### src/rtl/sejf_pkg.sv
// Shared constants for the quadrature encoder emulator: FSM encoding,
// Gray phase table and direction codes.
package sejf_pkg;

    localparam logic [1:0] ST_IDLE = 2'd0;
    localparam logic [1:0] ST_RUN  = 2'd1;
    localparam logic [1:0] ST_GAP  = 2'd2;

    localparam logic DIR_UP = 1'b1;
    localparam logic DIR_DN = 1'b0;

    localparam int TIMER_W = 8;

    // {a,b} per phase index, phase 0 in the low bits: 00, 10, 11, 01
    localparam logic [7:0] GRAY_TAB = {2'b01, 2'b11, 2'b10, 2'b00};

    function automatic logic [1:0] gray_of(input logic [1:0] phase);
        logic [2:0] base;
        base = {phase, 1'b0};
        return GRAY_TAB[base +: 2];
    endfunction

    function automatic logic [1:0] phase_step(input logic [1:0] phase, input logic dir);
        return (dir == DIR_UP) ? phase + 2'd1 : phase - 2'd1;
    endfunction

endpackage

### src/rtl/quad_step_queue.sv
// Saturating signed net step counter. Dequeue moves the count one toward
// zero and is applied before the same-cycle enqueue; drops set sticky ovf.
module quad_step_queue
    import sejf_pkg::*;
#(
    parameter int W = 4
) (
    input  logic                clk,
    input  logic                rst,
    input  logic                enq,
    input  logic                enq_dir,
    input  logic                deq,
    output logic signed [W-1:0] count,
    output logic signed [W-1:0] count_nxt,
    output logic                head_dir,
    output logic                ovf
);

    localparam logic signed [W-1:0] CNT_MAX = {1'b0, {(W-1){1'b1}}};
    localparam logic signed [W-1:0] CNT_MIN = {1'b1, {(W-1){1'b0}}};
    localparam logic signed [W-1:0] ONE     = {{(W-1){1'b0}}, 1'b1};

    logic signed [W-1:0] after_deq;
    logic                drop;

    always_comb begin
        after_deq = count;
        if (deq && (count != '0)) begin
            after_deq = count[W-1] ? (count + ONE) : (count - ONE);
        end

        drop      = 1'b0;
        count_nxt = after_deq;
        if (enq) begin
            if (enq_dir == DIR_UP) begin
                if (after_deq == CNT_MAX) drop = 1'b1;
                else                      count_nxt = after_deq + ONE;
            end else begin
                if (after_deq == CNT_MIN) drop = 1'b1;
                else                      count_nxt = after_deq - ONE;
            end
        end
    end

    always_ff @(posedge clk or negedge rst) begin
        if (!rst) begin
            count <= '0;
            ovf   <= 1'b0;
        end else begin
            count <= count_nxt;
            if (drop) ovf <= 1'b1;
        end
    end

    assign head_dir = count[W-1] ? DIR_DN : DIR_UP;

endmodule

### src/rtl/quad_encoder_gen.sv
// Quadrature A/B encoder emulator: plays queued steps out as Gray-coded
// edges spaced DWELL cycles apart, with GAP idle cycles after each step.
//
// state | meaning
// IDLE  | no step in progress; starts one when enabled and pending != 0
// RUN   | emitting the edges of one step in the latched direction
// GAP   | quiet time after a completed step
module quad_encoder_gen
    import sejf_pkg::*;
#(
    parameter int DWELL          = 4,
    parameter int EDGES_PER_STEP = 4,
    parameter int GAP            = 8,
    parameter int PEND_W         = 4
) (
    input  logic                     clk,
    input  logic                     rst,
    input  logic                     enable,
    input  logic                     step_req,
    input  logic                     step_dir,
    output logic                     a,
    output logic                     b,
    output logic                     busy,
    output logic signed [PEND_W-1:0] pending,
    output logic                     ovf
);

    localparam logic [TIMER_W-1:0] DWELL_LOAD = TIMER_W'(DWELL - 1);
    localparam logic [TIMER_W-1:0] GAP_LOAD   = (GAP > 0) ? TIMER_W'(GAP - 1) : '0;
    localparam logic [2:0]         EDGE_LOAD  = 3'(EDGES_PER_STEP);

    logic [1:0]         state, state_nxt;
    logic [TIMER_W-1:0] timer, timer_nxt;
    logic [2:0]         edge_cnt, edge_nxt;
    logic [1:0]         phase, phase_nxt;
    logic               dir, dir_nxt;
    logic               deq;
    logic               head_dir;
    logic [1:0]         ab_nxt;
    logic               busy_nxt;

    logic signed [PEND_W-1:0] pending_nxt;

    quad_step_queue #(
        .W(PEND_W)
    ) u_queue (
        .clk      (clk),
        .rst      (rst),
        .enq      (step_req),
        .enq_dir  (step_dir),
        .deq      (deq),
        .count    (pending),
        .count_nxt(pending_nxt),
        .head_dir (head_dir),
        .ovf      (ovf)
    );

    always_comb begin
        state_nxt = state;
        timer_nxt = timer;
        edge_nxt  = edge_cnt;
        phase_nxt = phase;
        dir_nxt   = dir;
        deq       = 1'b0;

        // With enable low everything holds; only the queue keeps accepting.
        if (enable) begin
            case (state)
                ST_IDLE: begin
                    if (pending != '0) begin
                        deq       = 1'b1;
                        dir_nxt   = head_dir;
                        timer_nxt = DWELL_LOAD;
                        edge_nxt  = EDGE_LOAD;
                        state_nxt = ST_RUN;
                    end
                end
                ST_RUN: begin
                    if (timer == '0) begin
                        phase_nxt = phase_step(phase, dir);
                        edge_nxt  = edge_cnt - 3'd1;
                        if (edge_cnt == 3'd1) begin
                            if (GAP > 0) begin
                                state_nxt = ST_GAP;
                                timer_nxt = GAP_LOAD;
                            end else begin
                                state_nxt = ST_IDLE;
                            end
                        end else begin
                            timer_nxt = DWELL_LOAD;
                        end
                    end else begin
                        timer_nxt = timer - 1'b1;
                    end
                end
                ST_GAP: begin
                    if (timer == '0) state_nxt = ST_IDLE;
                    else             timer_nxt = timer - 1'b1;
                end
                default: state_nxt = ST_IDLE;
            endcase
        end
    end

    // Outputs are registered from next-state values so they line up with the FSM.
    assign ab_nxt   = gray_of(phase_nxt);
    assign busy_nxt = (state_nxt != ST_IDLE) || (pending_nxt != '0);

    always_ff @(posedge clk or negedge rst) begin
        if (!rst) begin
            state    <= ST_IDLE;
            timer    <= '0;
            edge_cnt <= '0;
            phase    <= 2'd0;
            dir      <= DIR_UP;
            a        <= 1'b0;
            b        <= 1'b0;
            busy     <= 1'b0;
        end else begin
            state    <= state_nxt;
            timer    <= timer_nxt;
            edge_cnt <= edge_nxt;
            phase    <= phase_nxt;
            dir      <= dir_nxt;
            a        <= ab_nxt[1];
            b        <= ab_nxt[0];
            busy     <= busy_nxt;
        end
    end

endmodule

### config.mk
export PLATFORM = sky130hd
export DESIGN_NAME = quad_encoder_gen
export DESIGN_NICKNAME = d
export VERILOG_FILES = /design/src/rtl/sejf_pkg.sv /design/src/rtl/quad_step_queue.sv /design/src/rtl/quad_encoder_gen.sv
export SDC_FILE = /design/constraint.sdc
export NUM_CORES = 1
export LEC_CHECK = 0
export BUFFER_PORTS_ARGS = -buffer_cell sky130_fd_sc_hd__buf_2
export CAP_MARGIN = 10
export CORE_UTILIZATION = 55
export DETAILED_ROUTE_END_ITERATION = 8
export GPL_ROUTABILITY_DRIVEN = 0
export PLACE_DENSITY_LB_ADDON = 0.25
export SYNTH_ARGS = -nofsm -noshare
export SYNTH_HDL_FRONTEND = slang
export SYNTH_SLANG_ARGS = --single-unit
### constraint.sdc
create_clock -name clk -period 3.49 [get_ports clk]
set_input_delay 0.1745 -clock clk [delete_from_list [all_inputs] [get_ports clk]]
set_output_delay 0.1745 -clock clk [all_outputs]
set_load 0.01 [all_outputs]
=== Word-level counts from Yosys, hierarchy flattened ===
Cells that the tools add are included.
W data, S select, Z words.

* Flip-flop bits (word level): 24

* $add $sub $neg: 8
* Equal/unequal tests: 8
* Shift-type cells: 1
* Multiplexer cells: 32
* Reductions and logical operators: 12

{| class="wikitable"
|+ Operators by type and width
! operator !! count
|-
| $mux W4 || 6
|-
| $mux W8 || 3
|-
| $pmux W8 S3 || 1
|-
| $mux W2 || 9
|-
| $mux W3 || 3
|-
| $add A4 B2 Y4 const B || 2
|-
| $eq A4 B4 Y1 const B || 2
|-
| $logic_not A8 Y1 || 1
|-
| $mux W1 || 8
|-
| $reduce_and A4 Y1 || 2
|-
| $reduce_bool A4 Y1 || 2
|-
| $shiftx A8 B4 Y2 const A || 1
|-
| $sub A4 B2 Y4 const B || 2
|-
| $sub A8 B1 Y8 const B || 1
|-
| $ne A2 B2 Y1 const B || 3
|-
| $pmux W2 S3 || 1
|-
| $pmux W3 S2 || 1
|-
| $reduce_bool A2 Y1 || 2
|-
| $eq A3 B1 Y1 const B || 1
|-
| $reduce_and A3 Y1 || 1
|-
| $reduce_bool A3 Y1 || 1
|-
| $sub A3 B1 Y3 const B || 1
|-
| $add A2 B1 Y2 const B || 1
|-
| $eq A2 B1 Y1 const B || 1
|-
| other kinds (5) || 5
|}

=== Logic depth before layout (Yosys ltp) ===
* Depth after elaboration: 12
* Gate-level depth with buffers: 12
* Gate-level depth less buffers: 12

=== Hierarchy ===
A second synthesis with hierarchy kept.

* Cell total of the unflattened synthesis: 204
* Area, all modules: 1893.1 um^2

{| class="wikitable"
|+ By module, submodules not included
! module !! times used !! cells each !! area an instance (um^2) !! sequential area each (um^2)
|-
| quad_encoder_gen || 1 || 131 || 1286.2 || 451.7
|-
| quad_step_queue || 1 || 73 || 606.8 || 125.1
|}

=== Worst setup path before layout ===
Ideal clock, no wire load.

* Path type: flip-flop to flip-flop
* Start point: reg u_queue.count[0]
* End point: reg busy
* Setup time: 0.138 ns
* Data arrival time: 2.905 ns
* Path slack: 0.446 ns
* Cell stages (with the launch flop): 13
* Clock period less this slack: 3.044 ns
* Cell sequence: dfrtp_1 > inv_1 > fa_1 > and3b_1 > a22oi_1 > inv_1 > ha_1 > nand2_1 > a311oi_1 > a2bb2oi_1 > o311ai_0 > or3_1 > or4_1

* Longest elaborated chain between the ends: 12
* Elaborated cells on any way between the ends: 23
* Classes of those cells: add/sub (4); eq/ne (2); mux (12); reduce/logical (5)

{| class="wikitable"
|+ RTL lines
! item !! RTL line !! RTL
|-
| start: declaration || quad_step_queue.sv:13 || <nowiki>output logic signed [W-1:0] count,</nowiki>
|-
| start signal: assignment || quad_step_queue.sv:50 || <nowiki>count <= count_nxt;</nowiki>
|-
| $reduce_bool A4 Y1 || quad_step_queue.sv:28, quad_encoder_gen.sv:70 ||
|-
| $mux W1 || quad_encoder_gen.sv:70 || <nowiki>if (pending != '0) begin</nowiki>
|-
| $mux W1 || quad_encoder_gen.sv:68 || <nowiki>case (state)</nowiki>
|-
| $mux W1 || quad_encoder_gen.sv:67 || <nowiki>if (enable) begin</nowiki>
|-
| $logic_and A1 B1 Y1 || quad_step_queue.sv:28 || <nowiki>if (deq && (count != '0)) begin</nowiki>
|-
| $mux W4 * || quad_step_queue.sv:28 ||
|-
| $sub A4 B2 Y4, or another cell as far along || quad_step_queue.sv:40 || <nowiki>else count_nxt = after_deq - ONE;</nowiki>
|-
| $mux W4 (on tied branches) || quad_step_queue.sv:39, quad_step_queue.sv:36 ||
|-
| $mux W4 || quad_step_queue.sv:35 || <nowiki>if (enq_dir == DIR_UP) begin</nowiki>
|-
| $mux W4 * || quad_step_queue.sv:34 || <nowiki>if (enq) begin</nowiki>
|-
| named net pending_nxt[2] || quad_encoder_gen.sv:42 || <nowiki>logic signed [PEND_W-1:0] pending_nxt;</nowiki>
|-
| $reduce_bool A4 Y1 * || quad_encoder_gen.sv:107 || <nowiki>assign busy_nxt = (state_nxt != ST_IDLE) || (pending_nxt != '0);</nowiki>
|-
| $logic_or A1 B1 Y1 * || quad_encoder_gen.sv:107 ||
|-
| named net busy_nxt || quad_encoder_gen.sv:40 || <nowiki>logic busy_nxt;</nowiki>
|-
| end signal: assignment || quad_encoder_gen.sv:127 || <nowiki>busy <= busy_nxt;</nowiki>
|-
| end: declaration || quad_encoder_gen.sv:23 || <nowiki>output logic busy,</nowiki>
|}

The timed path passes the listed nets; every way through them passes the cells marked *.
A chain may end at the register's enable or synchronous reset.

=== Worst setup path after layout ===
* Start point: reg u_queue.count[3]
* End point: reg busy

The elaborated chain is that of the path after synthesis.

==> results.py <==
metrics = {
    "global_route": {
        "grt_overflow": 0,
        "grt_util_overall": 0.2502,
        "largest_net_degree_at_the_start_of_global_routing": 24,
        "grt_pass1_wl_um": 6237,
        "first_global_vias": 1428,
        "number_of_antenna_violations_at_the_first_check_in_global_routing": 0,
    },
    "pwr": {
        "power.density_nw_per_um2": 889.3,
        "vdd.ir_drop.worst_v": 0.0006718,
        "static-leakage-power_nw": 0.8003,
    },
    "critical_path": {
        "regToRegEndpoint": "busy",
        "critical_path.reg2reg.startpoint": "u_queue.count[3]",
        "kind_of_cell_adding_the_most_delay_to_the_critical_path": "simple AND/OR/NAND/NOR gates",
        "worstSetupPathType": "reg2reg",
        "timing.critical_path.cells": "inv_1 -> ha_1 -> or3b_1 -> a22oi_2 -> inv_1 -> ha_1 -> nand2_1 -> a311oi_1 -> a2bb2oi_1 -> o311ai_0 -> or3_1 -> or4_1",
        "setup.worst_path.start": "u_queue.count[3]",
        "timing.critical_path.slowest_cell_delay_ns": 0.51,
        "arrival_ns": 3.48,
        "r2r_cells": 12,
        "timing.critical_path.fanout_max": 8,
        "ff2ff_setup_slack_ns": 0.23,
        "critical_path_required_ns": 3.71,
        "crit_path_top_delay_cell": "sky130_fd_sc_hd__dfrtp_1",
        "start_kind": "flip-flop",
        "end_kind": "flip-flop",
        "critPathBufInv": 2,
    },
    "die": {
        "die-area_um2": 3191,
        "start_util": 0.5870,
        "fp.dieH_um": 56.49,
        "die_w_um": 56.49,
        "num_rows": 19,
        "core_um2": 2781,
        "floorplan.io_pins": 13,
    },
    "clocking": {
        "clkLatencyLatePin_ns": 0.32,
        "ctsLongestPathBuffers": 2,
        "clock_tree.root_cell": "sky130_fd_sc_hd__clkbuf_4",
        "clkTransAtPathRegs_ns": 0.14,
        "clock_sink_count": 23,
        "htree_num_levels": 1,
        "cts_tree": "done",
        "numCtsBuffers": 3,
        "post_cts.repair.setup_buffers": 0,
    },
    "timing": {
        "skew_ns": 0.0008857,
        "final_min_period_over_clock_period": 0.9352,
        "tns_ns": 0,
        "timing.final.setup_violations": 0,
        "timing.slew.headroom": 0.6340,
        "worst_slew_pin_slew_ns": 0.5440,
        "finalCriticalPeriod_ns": 3.264,
        "maxClockFrequency_mhz": 306.4,
        "setup_repair_after_global_routing_missed_its_margin": "false",
        "report.final.slew_viol_count": 0,
        "finalHoldViolCount": 0,
    },
    "logic_synthesis": {
        "synth-edff-count": 0,
        "ys_top_cells_by_area": "sky130_fd_sc_hd__dfrtp_1, sky130_fd_sc_hd__ha_1, sky130_fd_sc_hd__o21ai_0, sky130_fd_sc_hd__inv_1, sky130_fd_sc_hd__a21oi_1",
        "mappedNetlistArea_um2": 1633,
        "synth-seq-cells": 23,
        "yosys_warnings": 0,
        "synth.net_count": 199,
        "cell_with_the_most_instances_after_synthesis": "sky130_fd_sc_hd__dfrtp_1",
        "syn_area_per_cell_um2": 9.021,
        "synth_top_cell_area_share": 0.3372,
        "ys.flop_type": "sky130_fd_sc_hd__dfrtp_1",
        "postSynth.asyncResetShare": 1.000,
        "syn_inst": 181,
        "number_of_distinct_standard_cells_referenced_by_the_synthesized_netlist": 60,
        "seq_area_frac_synth": 0.3533,
        "synth.largest_area_cell": "sky130_fd_sc_hd__dfrtp_1",
        "synthTopCellsByCount": "sky130_fd_sc_hd__dfrtp_1, sky130_fd_sc_hd__o21ai_0, sky130_fd_sc_hd__inv_1",
    },
    "routing": {
        "drc": 0,
        "routed-via-count": 1388,
        "routed_wl_um": 3551,
        "drt-wirelength-per-cell_um": 15.78,
        "drtPass1Iterations": 4,
        "post_dr_vias_cell": 6.169,
        "ant_nets": 0,
        "drt_iter0_markers": 75,
    },
    "layout": {
        "area_taken_by_multi_input_logic_gates_um2": 970.9,
        "antenna_cells_inserted": 0,
        "drive_gt1_frac": 0.1495,
        "fill_cells": 250,
        "layout.area.seq_um2": 576.8,
        "layoutNonFillerInstCount": 225,
        "finish.net_count": 213,
        "areaGrowthSynthToFinish_pct": 7.663,
    },
    "run": {
        "max_cap_violations": 0,
    },
    "worst_hold_path": {
        "min_delay_path_depth": 2,
        "hold_path.class": "in2reg",
        "hold_path_end": "u_queue.count[1]",
        "min-delay-start": "step_req",
    },
    "run_status": {
        "run_status": "completed",
    },
    "placed_design": {
        "dp_cells": 220,
        "place.port_buffers": 12,
        "dp.final_hpwl_um": 2763,
    },
}
## registers in the layout, indices dropped and copies added, names as in the netlist
name	flops
state	2
u_queue.count	4
dir	1
phase	1
u_queue.ovf	1
busy	1
b	1
edge_cnt	3
a	1
timer	8
## logic make-up (layout without fill, tap and decap cells)
kind of cell               Yosys count  in the layout  synth area share
adders and majority gates           13             13            0.1042
xor gates and xnor gates             7              7           0.03755
and+or+nand+nor                     54             54            0.1870
AOI/OAI and AO/OA                   61             61            0.2544
DFF                                 23             23            0.3533
muxes                                1              1          0.006131
buffers and inverters               22             35           0.05747
## worst register-to-register path: cells and delay by family (launching register included)
family | cells | cell delay [ns]
and+or+nand+nor | 4 | 1.33
AOI/OAI and AO/OA | 4 | 0.66
DFF | 1 | 0.51
adders and majority gates | 2 | 0.42
buffers and inverters | 2 | 0.25
## layout by cell type (no fill, tap or decap), drive strengths merged, types with 4 or more instances in the layout
cell type  netlist  layout
a21oi           11      11
buf              4      13
dfrtp           22      22
ha              12      12
inv             17      17
nand2           13      13
nor2             8       8
nor3             6       6
o21ai           18      18
xor2             4       4
## power by group
| part | switching, W | total [W] | internal, W |
|---|---|---|---|
| clock | 0.0000895 | 0.000133 | 0.0000439 |
| combinational | 0.000535 | 0.000936 | 0.000401 |
| sequential | 0.000115 | 0.000494 | 0.000379 |
| total | 0.000740 | 0.00156 | 0.000824 |
## layer usage
metal	vias up	global-route usage	wire length, µm
li1	687	-	-
met1	650	0.2923	1492
met2	46	0.4420	1892
met3	5	0.03917	109
met4	0	0.1220	56
met5	-	0	0
## timing repair
item                                    CTS  global route
endpoints found under the hold margin    22             0
resized for setup                         0             2
hold buffers                              1             0
endpoints found under the setup margin    0             1
## stage by stage
stage,hold slack [ns],total power (W),setup WS [ns],utilization,instance area [µm²]
2_1_floorplan,-0.1211,0.001178,0.4463,-,1633
3_3_place_gp,0.1702,0.001362,0.2377,0.6145,1709
3_5_place_dp,0.1793,0.001422,0.1475,0.6145,1709
4_1_cts,0.1198,0.001559,0.1232,0.6289,1749
5_1_grt,0.1221,0.001728,0.01593,0.6320,1758
6_report,0.1343,0.001563,0.2261,0.6320,1758
## worst max path at each step
stage | end | cells past startpoint
floorplan | busy | 12
detailed placement | busy | 12
CTS | busy | 12
global placement | busy | 12
finish | busy | 12
global route | busy | 12
## layout make-up
cell class / count / share of cell area
Tap cell: 31 / 0.02206
Clock inverter: 1 / 0.004270
Sequential cell: 23 / 0.3281
Multi-Input combinational cell: 136 / 0.5523
Inverter: 17 / 0.03630
Timing Repair Buffer: 14 / 0.04413
Clock buffer: 3 / 0.01281
Note: power is estimated with default switching activity, not from simulation.
